--- src/rtl/fifo_mem_ctrl_pkg.sv ---
// Shared widths and pointer helpers for the FIFO controller and its memory.
package fifo_mem_ctrl_pkg;

    localparam int DATA_W = 8;
    localparam int ADDR_W = 8;
    localparam int DEPTH  = 1 << ADDR_W;
    localparam int PTR_W  = ADDR_W + 1;

    typedef logic [PTR_W-1:0] ptr_t;

    // Occupancy between two wrap pointers; modulo arithmetic handles the wrap bit.
    function automatic ptr_t ptr_diff(input ptr_t wr, input ptr_t rd);
        return wr - rd;
    endfunction

endpackage

--- src/rtl/fifo_ptr.sv ---
// Wrap counter used for the FIFO read and write pointers.
// The extra MSB distinguishes a full FIFO from an empty one.
module fifo_ptr #(
    parameter int W = 9
) (
    input  logic         clk,
    input  logic         rst,
    input  logic         inc_i,
    output logic [W-1:0] ptr_o,
    output logic [W-1:0] nxt_o
);

    logic [W-1:0] ptr_q;
    logic [W-1:0] ptr_d;

    // Next pointer value, exposed so the flags can be registered from it.
    always_comb begin
        ptr_d = ptr_q + {{(W-1){1'b0}}, inc_i};
    end

    // Pointer register; wraps naturally at 2**W.
    always_ff @(posedge clk) begin
        if (rst) ptr_q <= '0;
        else     ptr_q <= ptr_d;
    end

    assign ptr_o = ptr_q;
    assign nxt_o = ptr_d;

endmodule

--- src/rtl/fifo_mem_ctrl.sv ---
// FIFO controller driving an external two-port memory.
// Tracks wrap pointers, produces registered count/empty/full flags,
// and pulses overflow/underflow when a request has to be dropped.
module fifo_mem_ctrl
    import fifo_mem_ctrl_pkg::*;
#(
    parameter int DATA_W = fifo_mem_ctrl_pkg::DATA_W,
    parameter int ADDR_W = fifo_mem_ctrl_pkg::ADDR_W,
    parameter int DEPTH  = fifo_mem_ctrl_pkg::DEPTH
) (
    input  logic              clk,
    input  logic              rst,
    input  logic              push,
    input  logic [DATA_W-1:0] push_data,
    output logic              full,
    output logic              overflow,
    input  logic              pop,
    output logic [DATA_W-1:0] pop_data,
    output logic              pop_valid,
    output logic              empty,
    output logic              underflow,
    output logic [ADDR_W:0]   count,
    output logic              write_enable,
    output logic [ADDR_W-1:0] write_address,
    output logic [DATA_W-1:0] write_data,
    output logic              read_enable,
    output logic [ADDR_W-1:0] read_address,
    input  logic [DATA_W-1:0] read_data
);

    localparam int PW = ADDR_W + 1;

    logic [PW-1:0] wr_ptr, wr_nxt;
    logic [PW-1:0] rd_ptr, rd_nxt;
    logic [PW-1:0] count_q, count_d;
    logic          empty_q, full_q;
    logic          pop_valid_q, overflow_q, underflow_q;
    logic          push_ok, pop_ok;

    // Accept decisions use the flags held at the start of the cycle;
    // requests are ignored while reset is asserted.
    always_comb begin
        push_ok = push & ~full_q  & ~rst;
        pop_ok  = pop  & ~empty_q & ~rst;
        count_d = wr_nxt - rd_nxt;
    end

    fifo_ptr #(.W(PW)) u_wr_ptr (
        .clk   (clk),
        .rst   (rst),
        .inc_i (push_ok),
        .ptr_o (wr_ptr),
        .nxt_o (wr_nxt)
    );

    fifo_ptr #(.W(PW)) u_rd_ptr (
        .clk   (clk),
        .rst   (rst),
        .inc_i (pop_ok),
        .ptr_o (rd_ptr),
        .nxt_o (rd_nxt)
    );

    // Flags and pulses, all registered from the next pointer values.
    always_ff @(posedge clk) begin
        if (rst) begin
            count_q     <= '0;
            empty_q     <= 1'b1;
            full_q      <= 1'b0;
            pop_valid_q <= 1'b0;
            overflow_q  <= 1'b0;
            underflow_q <= 1'b0;
        end else begin
            count_q     <= count_d;
            empty_q     <= (count_d == '0);
            full_q      <= (count_d == PW'(DEPTH));
            pop_valid_q <= pop_ok;
            overflow_q  <= push & full_q;
            underflow_q <= pop & empty_q;
        end
    end

    // Memory drive follows the accept signals directly; the two addresses
    // never collide because pop needs count>0 and push needs count<DEPTH.
    assign write_enable  = push_ok;
    assign write_address = wr_ptr[ADDR_W-1:0];
    assign write_data    = push_data;
    assign read_enable   = pop_ok;
    assign read_address  = rd_ptr[ADDR_W-1:0];

    // A pop accepted just before reset is discarded: valid is masked by rst.
    assign pop_valid = pop_valid_q & ~rst;
    assign pop_data  = read_data;
    assign count     = count_q;
    assign empty     = empty_q;
    assign full      = full_q;
    assign overflow  = overflow_q;
    assign underflow = underflow_q;

endmodule

--- config.mk ---
export PLATFORM = sky130hd
export DESIGN_NAME = fifo_mem_ctrl
export DESIGN_NICKNAME = d
export VERILOG_FILES = /design/src/rtl/fifo_mem_ctrl_pkg.sv /design/src/rtl/fifo_ptr.sv /design/src/rtl/fifo_mem_ctrl.sv
export SDC_FILE = /design/constraint.sdc
export NUM_CORES = 1
export LEC_CHECK = 0
export BUFFER_PORTS_ARGS = -buffer_cell sky130_fd_sc_hd__clkbuf_2
export CAP_MARGIN = 40
export CORE_MARGIN = 3
export CORE_UTILIZATION = 43
export CTS_BUF_LIST = sky130_fd_sc_hd__clkbuf_8
export CTS_CLUSTER_SIZE = 30
export DETAILED_ROUTE_END_ITERATION = 10
export HOLD_SLACK_MARGIN = 0.02
export PLACE_DENSITY = 0.69
export SLEW_MARGIN = 20
export SYNTH_ARGS = -nofsm -noshare
export SYNTH_HDL_FRONTEND = slang
export SYNTH_SLANG_ARGS = --single-unit
export TNS_END_PERCENT = 50
--- constraint.sdc ---
create_clock -name clk -period 4.5 [get_ports clk]
set_input_delay 0 -clock clk [delete_from_list [all_inputs] [get_ports clk]]
set_output_delay 0 -clock clk [all_outputs]
set_load 0.02 [all_outputs]
---- Word-level counts from Yosys, hierarchy flattened ----
Index checks and enable logic that the tools add are counted.
word-level totals
  logic and storage cells ................. 23
  register bits ........................... 32
  input bits .............................. 20
operators by class
  eq/ne operators ......................... 1
  add/sub/neg operators ................... 3
  bitwise logic cells ..................... 10
  reduce and logical (&&, ||, !) cells .... 1
operators with widths
  operator                                     number
  9-bit by 1-bit adder with 9-bit output       2
  9-bit equality test (second input constant)  1
  9-bit zero test                              1
  9-bit subtractor                             1
  1-bit AND                                    7
  1-bit NOT                                    3

---- Depth between registers and ports, before layout ----
Gate-level depths: netlist (run 1).
  depth after elaboration ................. 6
  gate-level depth with buffers ........... 14
  mapped depth without buffers ............ 13

---- Modules after synthesis ----
A second synthesis (run 1) with hierarchy kept.
second synthesis, totals
  cells, all modules ...................... 196
  area total of the unflattened synthesis .. 1,828.0 sq um
modules (own cells, without submodules)
  module         cells each  area each (sq um)  seq. area each (sq um)  times used
  fifo_mem_ctrl  100         914.6              280.3                   1
  fifo_ptr       48          456.7              180.2                   2

---- Least setup slack after synthesis (run 1) ----
No wires, ideal clock.
  path kind ............................... reg2reg
  start point ............................. reg full_q, in the netlist full
  end point ............................... reg full_q, in the netlist full
  cell stages (with the launch flop) ...... 13
  arrival ................................. 3,316 ps
  path slack .............................. 1,093 ps
  path through ............................ dfxtp_1 > nor3b_1 > ha_1 > inv_1 > ha_1 > inv_2 > fa_1 > a21o_1 > maj3_2 > a31oi_1 > xnor2_1 > nand4_1 > nor4bb_1
between the ends
  cells in the longest elaborated chain, start to end .. 6
RTL lines
  what                                    line                 RTL
  start: declaration                      fifo_mem_ctrl.sv:36  logic empty_q, full_q;
  start signal: assignment                fifo_mem_ctrl.sv:76  full_q <= (count_d == PW'(DEPTH));
  1-bit NOT                               fifo_mem_ctrl.sv:43  push_ok = push & ~full_q & ~rst;
  1-bit AND (2 in series)                 fifo_mem_ctrl.sv:43
  named net write_enable                  fifo_mem_ctrl.sv:23  output logic write_enable,
  9-bit by 1-bit adder with 9-bit output  fifo_ptr.sv:18       ptr_d = ptr_q + {{(W-1){1'b0}}, inc_i};
  named net u_wr_ptr.nxt_o[0]             fifo_ptr.sv:10       output logic [W-1:0] nxt_o
  9-bit subtractor                        fifo_mem_ctrl.sv:45  count_d = wr_nxt - rd_nxt;
  9-bit equality test                     fifo_mem_ctrl.sv:76
The timed path passes the listed nets, and every way through them passes these cells.
A chain may end at the register's enable or synchronous reset.

---- Worst setup path after layout (run 1) ----
  start point ............................. in push
  end point ............................... reg full_q, in the netlist full
between the ends
  cells in the longest elaborated chain, start to end .. 5
RTL lines
  what                                    line                 RTL
  start: declaration                      fifo_mem_ctrl.sv:13  input logic push,
  1-bit AND (2 in series)                 fifo_mem_ctrl.sv:43
  9-bit by 1-bit adder with 9-bit output  fifo_ptr.sv:18
  named net u_wr_ptr.nxt_o[0]             fifo_ptr.sv:10
  9-bit subtractor                        fifo_mem_ctrl.sv:45
  9-bit equality test                     fifo_mem_ctrl.sv:76
The timed path passes the listed nets, and every way through them passes these cells.

==> results of run 1 <==
==> where the power goes <==
group / internal [mW] / switching (mW) / leakage [nW]
Combinational: 0.0590 / 0.0819 / 0.636
Sequential: 0.300 / 0.00789 / 0.260
Clock: 0.162 / 0.105 / 0.0593
==> through the flow <==
step                instances  utilization (%)  area, sq um  worst slack (ns)  hold WS [ns]
detailed placement        239             46.4         1780              1.22      0.000137
CTS                       265             53.9         2060              1.34         0.263
floorplan                 191                -         1790              1.09         0.113
global placement          239             46.4         1780              1.29      0.000137
finish                    265             53.9         2060              1.33         0.264
global route              265             53.9         2060              1.07         0.309
==> per-layer routing <==
layer	GRT usage (%)	part of all wire, %	wire length (um)
met5	0	0	0
met4	6.26	1.6	56
met3	4.83	7.9	273
met2	22.3	44	1520
met1	19.2	47	1610
==> worst max-delay path by stage <==
stage,from,endpoint
4_1_cts,full$_SDFF_PP0_,full$_SDFF_PP0_
6_report,push,full$_SDFF_PP0_
3_5_place_dp,rst,full$_SDFF_PP0_
5_1_grt,push,full$_SDFF_PP0_
3_3_place_gp,rst,empty$_SDFF_PP1_
2_1_floorplan,full$_SDFF_PP0_,full$_SDFF_PP0_
==> Yosys cell counts, types with 2 or more instances <==
cell type	number	area, sq um
a21o_1	3	22.5
a21oi_1	3	15.0
and2_1	6	37.5
and3_1	4	25.0
buf_4	32	240
clkbuf_1	2	7.51
dfxtp_1	32	641
ha_1	10	125
inv_1	4	15.0
nand2_1	6	22.5
nand3_1	9	45.0
nand4_1	2	12.5
nor2_1	24	90.1
nor2b_1	3	18.8
nor3_1	2	10.0
nor3b_1	3	22.5
xnor2_1	14	123
xnor2_2	2	32.5
xor2_1	10	87.6
==> sequential cells by signal, summed over array words and instances, names as in the netlist <==
name	flops
u_wr_ptr.ptr_o	9
u_rd_ptr.ptr_o	9
underflow	1
pop_valid_q	1
overflow	1
full	1
count	9
empty	1
==> kinds of logic (layout without fill, tap and decap cells) <==
logic type / Yosys count / in the layout / share of synthesized area, %
AO/OA/AOI/OAI: 17 / 17 / 7.82
XOR/XNOR: 27 / 27 / 14.5
adder cells (fa/ha/maj): 12 / 12 / 8.73
buffers and inverters: 40 / 66 / 15.1
flip-flops: 32 / 32 / 35.8
AND/OR/NAND/NOR: 63 / 63 / 18.2
==> layout make-up <==
cell class                 instances  share of cell area (%)
clock buffer                       5                    3.34
clock inverter                     3                    1.88
inverter                           5                   0.910
multi-input combinational        119                    42.7
sequential                        32                    31.0
tap                               48                    2.91
timing repair buffer              53                    17.2
==> summary.txt, run 1 <==
Die
  – Die area: 4980 sq um
  – Boundary Pins: 68
  – Horiz. Die Dim: 70.6 um
  – Rows: 22
  – Initial Util: 46.8%
  – Core ar.: between 3000 and 4000 sq um
  – Die Y-Extent: between 70 and 80 um

Worst setup path
  – CP delay by family, top: adder cells
  – Bufs and invs on worst path: 4
  – Setup crit end kind: flop
  – Largest stage delay, worst path: 0.52 ns
  – Setup crit start kind: input pin
  – WP depth: 14
  – Worst r2r src: full$_SDFF_PP0_
  – Critical-path cell list: dlygate4sd3_1 > clkbuf_2 > nor3b_1 > ha_1 > inv_1 > ha_1 > inv_2 > fa_1 > a21o_1 > maj3_2 > a31oi_1 > xnor2_1 > nand4_1 > nor4bb_1
  – CP most frequent cell: ha_1
  – Worst r2r dst: full$_SDFF_PP0_
  – Slowest cell on the critical path: dlygate4sd3_1
  – Worst Path Required: approximately 4.7 ns
  – Reg2reg setup slack: between 1 and 1.5 ns
  – Critical path class: input pin to flop
  – Crit path DAT: 3.35 ns
  – Crit-path max FO: 3
  – Worst Reg-to-Reg Cells: 12

Clocking
  – Cts repair resizes: 0
  – CTS tree: yes
  – CTS Buf Count: 5
  – Hold Buf Count CTS: 18
  – Clock root buffer: clkbuf_8
  – Postcts setup bufs: 0
  – Clock sinks: 32
  – H-tree levels: 2
  – CTS clock-pin slew for the worst setup and hold paths: 0.07 ns
  – Clock Path Buffers: 2
  – Clk Latency, worst-skew pair: 0.28 ns

Flow run
  – Total of max-cap violations: 0

Logic synthesis
  – Prevailing post-synth register cell: dfxtp_1
  – Seq cells post-synth: 32
  – Cell Area, Synth: 1790 sq um
  – Net Count, Synth: 222
  – EDFF count, synth: 0
  – Syn avg cell area: between 9 and 10 sq um
  – Register area share after synthesis: 35.8%
  – Synth warnings: 0
  – Library cells used by synthesis: 39
  – Asr flop ratio synth: 0%
  – Mapped Cells: about 190

Finish
  – Leading cell types in the layout, fill and taps excluded: 35 x clkbuf_2, 32 x dfxtp_1, 24 x nor2_1
  – Most common cell after layout, fill and taps aside: clkbuf_2
  – ANT cells: 0
  – Ratio of cells with drive above 1 in the final layout: 23.5%
  – Multi-input gate area: 881 sq um
  – Synthesis-to-layout area growth: 15.2%
  – Register area: 641 sq um
  – Filler cell count: 359
  – Nets: 247

Global route
  – First-pass GRT wire length: 5.74 mm
  – Vias in the first global route: between 1,000 and 1,500
  – Largest net degree at the start of global routing: 29
  – Total GRT Usage: between 10 and 15%
  – Antenna violations before repair: 0
  – Grt ovf: 0

Detailed routing
  – First DRT Iteration DRCs: 42
  – DRC Markers: 0
  – Drt pass-1 iters: 4
  – Routed len/inst: 13.1 um
  – Antenna Nets Post-Route: 0
  – Detailed Route WL: between 3 and 4 mm
  – Drt via density: 4.98
  – Detailed-route via count: 1,319

Timing
  – Max Slew Vio Count: 0
  – Crit share post-route: 70.4%
  – Slew margin rel.: 65.6%
  – Endpoints failing hold: 0
  – Worst slew pin tran: 0.503 ns
  – Setup TNS: 0 ns
  – Max Freq: 315 MHz
  – Clock Skew: around 0.0066 ns
  – Final worst path period need: between 3 and 4 ns
  – Setup-failing EPs final: 0
  – RSZ-0062 raised after global routing: no

Hold path
  – Hold path depth: 2
  – Min-delay src: rst
  – Hold Path End: count[0]$_SDFF_PP0_
  – Hold crit path type: input pin to flop

Place
  – GP Congestion: about 0.80
  – Post-DP HPWL: 2.47 mm
  – Buffers added on ports: 35

Power
  – P per Cell Area: 347 nW/um^2
  – P_leak: 0.955 nW
  – Max VDD drop: 0.140 mV
  – Total power: 0.715 mW

Outcome
  – Outcome: finished, final reports clean
No activity file was read; power rests on OpenSTA's default activity.
==> inputs of run 2 (changes only) <==
clock period = 3.1 ns   (was 4.5 ns; I/O delays follow)
==> run 2 against run 1 <==
Setup slack got worse by 1.2 ns. Clock skew up 0.0042 ns. Combinational power is 65% higher. Critical path type unchanged. Largest power group unchanged.
==> summary.txt, run 2 (synthesis results as in run 1) <==
Outcome
  – Outcome: finished, final reports clean

Power
  – Max VDD drop: 0.246 mV (+76%)
  – P_leak: 1.02 nW (+6.4%)
  – P per Cell Area: 500 nW/um^2 (+44%)
  – Total power: 1.11 mW (+56%)

Timing
  – Max Slew Vio Count: 0 (unchanged)
  – Crit share post-route: 96.0%
  – Clock Skew: 0.0109 ns (+0.00423 ns)
  – Slew margin rel.: 64.3% (-1.3 points)
  – Worst slew pin tran: 0.522 ns (+0.0190 ns)
  – Max Freq: 336 MHz
  – Setup-failing EPs final: 0 (unchanged)
  – Endpoints failing hold: 0 (unchanged)
  – Final worst path period need: 2.98 ns

Die
  – Initial Util: 46.8% (unchanged)
  – Horiz. Die Dim: 70.6 um (unchanged)
  – Rows: 22 (unchanged)
  – Die Y-Extent: 70.6 um (unchanged)
  – Die area: 4980 sq um (unchanged)
  – Core ar.: 3830 sq um (unchanged)
  – Boundary Pins: 68 (unchanged)

Place
  – Post-DP HPWL: 2.57 mm (+4.1%)
  – GP Congestion: 0.831 (+4.0%)
  – Buffers added on ports: 35 (unchanged)

Finish
  – Leading cell types in the layout, fill and taps excluded: 35 x clkbuf_2, 32 x dfxtp_1, 23 x nor2_1
  – Ratio of cells with drive above 1 in the final layout: 31.5% (+8.0 points)
  – Most common cell after layout, fill and taps aside: clkbuf_2
  – Nets: 252 (+2.0%)
  – Synthesis-to-layout area growth: 24.2%
  – Post-Route Utilization: 58.2% (+4.3 points)
  – ANT cells: 0 (unchanged)

Global route
  – First-pass GRT wire length: 5.61 mm (-2.3%)
  – Largest net degree at the start of global routing: 14 (-52%)
  – Vias in the first global route: 1,273 (+3.7%)
  – Total GRT Usage: 14.1% (-0.58 points)
  – Antenna violations before repair: 0 (unchanged)
  – Grt ovf: 0 (unchanged)

Clocking
  – CTS Buf Count: 5 (unchanged)
  – H-tree levels: 2 (unchanged)
  – Clk Latency, worst-skew pair: 0.28 ns (about the same)
  – CTS tree: yes
  – Clock sinks: 32 (unchanged)
  – Clock Path Buffers: 2 (unchanged)
  – CTS clock-pin slew for the worst setup and hold paths: 0.07 ns (about the same)
  – Clock root buffer: clkbuf_8

Worst setup path
  – Worst Reg-to-Reg Cells: 12 (unchanged)
  – Largest stage delay, worst path: 0.54 ns (+0.02 ns)
  – Critical path class: input pin to flop
  – Slowest cell on the critical path: dlygate4sd3_1
  – Crit path DAT: 3.17 ns (-0.18 ns)
  – Crit-path max FO: 3 (unchanged)
  – Worst Path Required: 3.29 ns (-1.39 ns)
  – Critical-path cell list: dlygate4sd3_1 > clkbuf_2 > nor3b_4 > ha_1 > inv_1 > ha_1 > inv_2 > fa_1 > a21o_1 > maj3_2 > a31oi_4 > xnor2_2 > nand4_1 > nor4bb_2
  – Setup crit end kind: flop
  – CP most frequent cell: ha_1
  – Setup crit start kind: input pin

Detailed routing
  – Routed len/inst: 13.2 um (+0.67%)
  – DRC Markers: 0 (unchanged)
  – Antenna Nets Post-Route: 0 (unchanged)
  – Drt via density: 5.02 (+0.90%)
  – First DRT Iteration DRCs: 60 (+43%)
  – Detailed Route WL: 3.55 mm (+2.6%)
  – Drt pass-1 iters: 4 (unchanged)
  – Detailed-route via count: 1,356 (+2.8%)

Hold path
  – Hold crit path type: input pin to flop
  – Hold path depth: 3 (+1)

Flow run
  – Total of max-cap violations: 0 (unchanged)
-- run 2: cell count changes in the layout (fill, tap and decap cells not counted), moves of 2 or more --
| cell | previous run | this run |
|---|---|---|
| buf_4 | 0 | 5 |
| clkbuf_8 | 5 | 7 |
| ha_1 | 10 | 8 |
| nor3b_1 | 3 | 1 |
| nor3b_4 | 0 | 2 |
| xnor2_1 | 14 | 9 |
| xnor2_2 | 2 | 7 |
-- run 2: critical path, delay by kind of cell --
kind,cells,cell delay (ns)
simple gates,3,0.68
xor+xnor,1,0.15
fa+ha+maj,4,1.17
buf+inv,4,0.78
compound gates,2,0.39
-- run 2: repair_timing --
action	4_1_cts	5_1_grt
resized for setup	0	14
setup endpoints to repair	0	4
hold buffers	18	0
hold endpoints to repair	19	0
buffers inserted	0	2
-- run 2: layout make-up --
type	count	area (sq um)
Multi-Input combinational cell	119	987
Clock inverter	1	30.0
Sequential cell	32	641
Fill cell	324	1600
Clock buffer	7	96.3
Tap cell	48	60.1
Timing Repair Buffer	58	393
Inverter	5	18.8
-- run 2: routing by layer --
layer  GRT usage [%]  wire [um]  vias to the layer above
met5               0          0                        -
met4            5.64         40                        0
met3            3.98        231                        5
met2            22.3       1640                       49
met1            18.2       1640                      628
li1                -          -                      674
-- run 2: worst paths after layout --
path                                      from                            to  slack [ns]
hold reg to reg   u_rd_ptr.ptr_o[8]$_SDFF_PP0_  u_rd_ptr.ptr_o[8]$_SDFF_PP0_        0.52
setup reg to reg               full$_SDFF_PP0_               full$_SDFF_PP0_        0.14
setup / recovery                          push               full$_SDFF_PP0_        0.12
hold / removal                             rst           count[3]$_SDFF_PP0_        0.22
-- run 2: power breakdown --
group / total [mW] / switching [mW] / leakage (nW) / internal (mW)
clock network: 0.432 / 0.148 / 0.0645 / 0.284
logic: 0.232 / 0.128 / 0.691 / 0.104
registers: 0.449 / 0.0135 / 0.260 / 0.435
-- run 2: through the flow --
stage	area (sq um)	cells	setup WS (ns)	setup TNS, ns	hold slack (ns)
floorplan	1810	191	0.0772	0	0.113
global placement	1810	242	0.145	0	0.000137
detailed placement	1810	242	0.130	0	0.000137
CTS	2120	268	0.105	0	0.196
global route	2230	270	-0.0418	-0.0418	0.236
finish	2230	270	0.123	0	0.219
==> inputs of run 3 (changes only) <==
CAP_MARGIN = default   (was 40)
clock period = 2.8 ns   (was 3.1 ns; I/O delays follow)
==> run 3 against run 2 <==
The flow now finishes with violations (setup timing). Count of clock-buffer cells in the layout decreased by 2. Clock power grew 2%. Non-clock buffer count increased by 15. Register-to-register slack worse by 0.21 ns. Combinational power increased by 25%. Via count increased by 3.8%. Largest cell class unchanged.
==> summary.txt, run 3 (synthesis results as in run 1) <==
Outcome
  – Outcome: finished with violations
  – Failing checks: setup timing

Detailed routing
  – Routed len/inst: 13.2 um (+0.39%)
  – Detailed Route WL: 3.77 mm (+6.0%)
  – Antenna Nets Post-Route: 0 (unchanged)
  – First DRT Iteration DRCs: 46 (-23%)
  – Drt via density: 4.94 (-1.6%)
  – Wire length on met3: 327 um (+42%)
  – DRT met1 WL: 1.74 mm (+5.7%)
  – Detailed-route via count: 1,408 (+3.8%)
  – Top sig layer: met4
  – DRC Markers: 0 (unchanged)
  – Drt pass-1 iters: 4 (unchanged)
  – Met2 Routed Length: 1.64 mm (+0.24%)

Worst setup path
  – Worst setup startpoint: full$_SDFF_PP0_
  – Setup crit end kind: flop
  – Worst Path Required: 2.99 ns (-0.30 ns)
  – Critical path class: flop to flop
  – Reg2reg setup slack: -0.07 ns (-0.21 ns)
  – Worst r2r dst: full$_SDFF_PP0_
  – Critical Path End: full$_SDFF_PP0_
  – Crit-path max FO: 3 (unchanged)
  – Setup crit start kind: flop
  – Crit path DAT: 3.06 ns (-0.11 ns)
  – Worst Reg-to-Reg Cells: 12 (unchanged)
  – Worst r2r src: full$_SDFF_PP0_

Finish
  – Ratio of cells with drive above 1 in the final layout: 38.4% (+6.9 points)
  – ANT cells: 0 (unchanged)
  – Final instance area: 2350 sq um (+5.6%)
  – Nets: 267 (+6.0%)
  – Synthesis-to-layout area growth: 31.1%
  – Most common cell after layout, fill and taps aside: clkbuf_2
  – Layout Cells excl Fill: 285 (+5.6%)
  – Leading cell types in the layout, fill and taps excluded: 35 x clkbuf_2, 31 x dfxtp_1, 23 x nor2_1
  – Filler cell count: 321 (-0.93%)

Die
  – Initial Util: 46.8% (unchanged)
  – Boundary Pins: 68 (unchanged)
  – Die Y-Extent: 70.6 um (unchanged)
  – Horiz. Die Dim: 70.6 um (unchanged)
  – Rows: 22 (unchanged)
  – Core ar.: 3830 sq um (unchanged)
  – Die area: 4980 sq um (unchanged)

Global route
  – Total GRT Usage: 15.2% (+1.1 points)
  – Antenna violations before repair: 0 (unchanged)
  – Vias in the first global route: 1,330 (+4.5%)
  – Largest net degree at the start of global routing: 22 (+8)
  – First-pass GRT wire length: 6.00 mm (+6.9%)
  – Grt ovf: 0 (unchanged)

Clocking
  – Clock sinks: 32 (unchanged)
  – H-tree levels: 2 (unchanged)
  – Clock Path Buffers: 2 (unchanged)
  – Clk Latency, worst-skew pair: 0.28 ns (about the same)
  – CTS Buf Count: 5 (unchanged)
  – Clock root buffer: clkbuf_8
  – CTS clock-pin slew for the worst setup and hold paths: 0.07 ns (about the same)
  – CTS tree: yes

Power
  – P_leak: 1.09 nW (+7.3%)
  – Max VDD drop: 0.287 mV (+17%)
  – P per Cell Area: 521 nW/um^2 (+4.2%)
  – Total power: 1.22 mW (+10%)

Place
  – Total placed cells including tap cells: 256 (+5.8%)
  – DP Area: 1960 sq um (+8.3%)
  – GP Congestion: 0.780 (-6.1%)
  – Buffers added on ports: 35 (unchanged)
  – Post-DP HPWL: 2.68 mm (+4.3%)

Timing
  – Slew margin rel.: 70.1% (+5.8 points)
  – RSZ-0062 raised after global routing: yes
  – Crit share post-route: 102%
  – Setup ws final: -0.0656 ns (-0.188 ns)
  – Max Freq: 349 MHz
  – Setup TNS: -0.0757 ns (-0.0757 ns)
  – Worst slew pin tran: 0.448 ns (-0.0740 ns)
  – Endpoints failing hold: 0 (unchanged)
  – Clock Skew: 0.00359 ns (-0.00730 ns)
  – Max Slew Vio Count: 0 (unchanged)
  – Final worst path period need: 2.87 ns
  – Final hold slack: 0.0272 ns (-0.192 ns)
  – Setup-failing EPs final: 2 (+2)

Flow run
  – Total of max-cap violations: 0 (unchanged)

Hold path
  – Hold crit path type: input pin to flop
  – Hold path depth: 2 (-1)
-- run 3: cell types whose count changed in the layout (fill, tap and decap cells not counted), moves of 2 or more --
cell	before	now
clkbuf_8	7	5
buf_4	5	20
inv_1	4	2
inv_2	1	3
-- run 3: metrics by stage --
stage / worst slack, ns / utilization (%)
after global placement: -0.162 / 51.3
after CTS: -0.110 / 59.7
after global routing: -0.243 / 61.4
after floorplan: -0.0181 / -
after detailed placement: -0.137 / 51.3
final: -0.0656 / 61.4
-- run 3: what timing repair did --
item	CTS	global route
buffers inserted	1	2
pin swaps	5	3
hold buffers	18	0
gates resized for setup	4	10
gates cloned	0	0
endpoints found under the setup margin	3	4
hold endpoints to repair	19	0
-- run 3: report_power, final --
group / leakage [nW] / internal (mW) / switching [mW]
Sequential: 0.261 / 0.481 / 0.0142
Combinational: 0.775 / 0.139 / 0.151
Clock: 0.0541 / 0.263 / 0.176
-- run 3: worst max-delay path, stage by stage, from the launching register on --
cell,delay (ns)
dfxtp_4,0.36
nor3b_4,0.22
ha_1,0.27
inv_2,0.08
ha_1,0.16
inv_2,0.05
fa_2,0.35
a21o_1,0.17
maj3_2,0.33
a31oi_4,0.19
xnor2_2,0.14
nand4_1,0.16
nor4bb_4,0.29
-- run 3: area by class of cell --
| type | count | area (sq um) | share of cell area, % |
|---|---|---|---|
| Sequential cell | 32 | 644 | 27.4 |
| Clock buffer | 5 | 68.8 | 2.93 |
| Inverter | 5 | 18.8 | 0.799 |
| Timing Repair Buffer | 73 | 505 | 21.5 |
| Multi-Input combinational cell | 119 | 1010 | 43.0 |
| Clock inverter | 3 | 42.5 | 1.81 |
| Tap cell | 48 | 60.1 | 2.56 |
-- run 3: how the worst min path moves through the flow --
stage                 startpoint                  end
CTS                          rst  count[2]$_SDFF_PP0_
global placement    push_data[0]        write_data[0]
detailed placement  push_data[0]        write_data[0]
floorplan           read_data[0]          pop_data[0]
finish                       rst  count[2]$_SDFF_PP0_
global route                 rst  count[2]$_SDFF_PP0_
-- run 3: metal layers --
metal	global-route usage (%)	up-vias
li1	-	704
met1	19.7	637
met2	22.8	60
met3	5.26	7
met4	7.10	0
met5	0	-
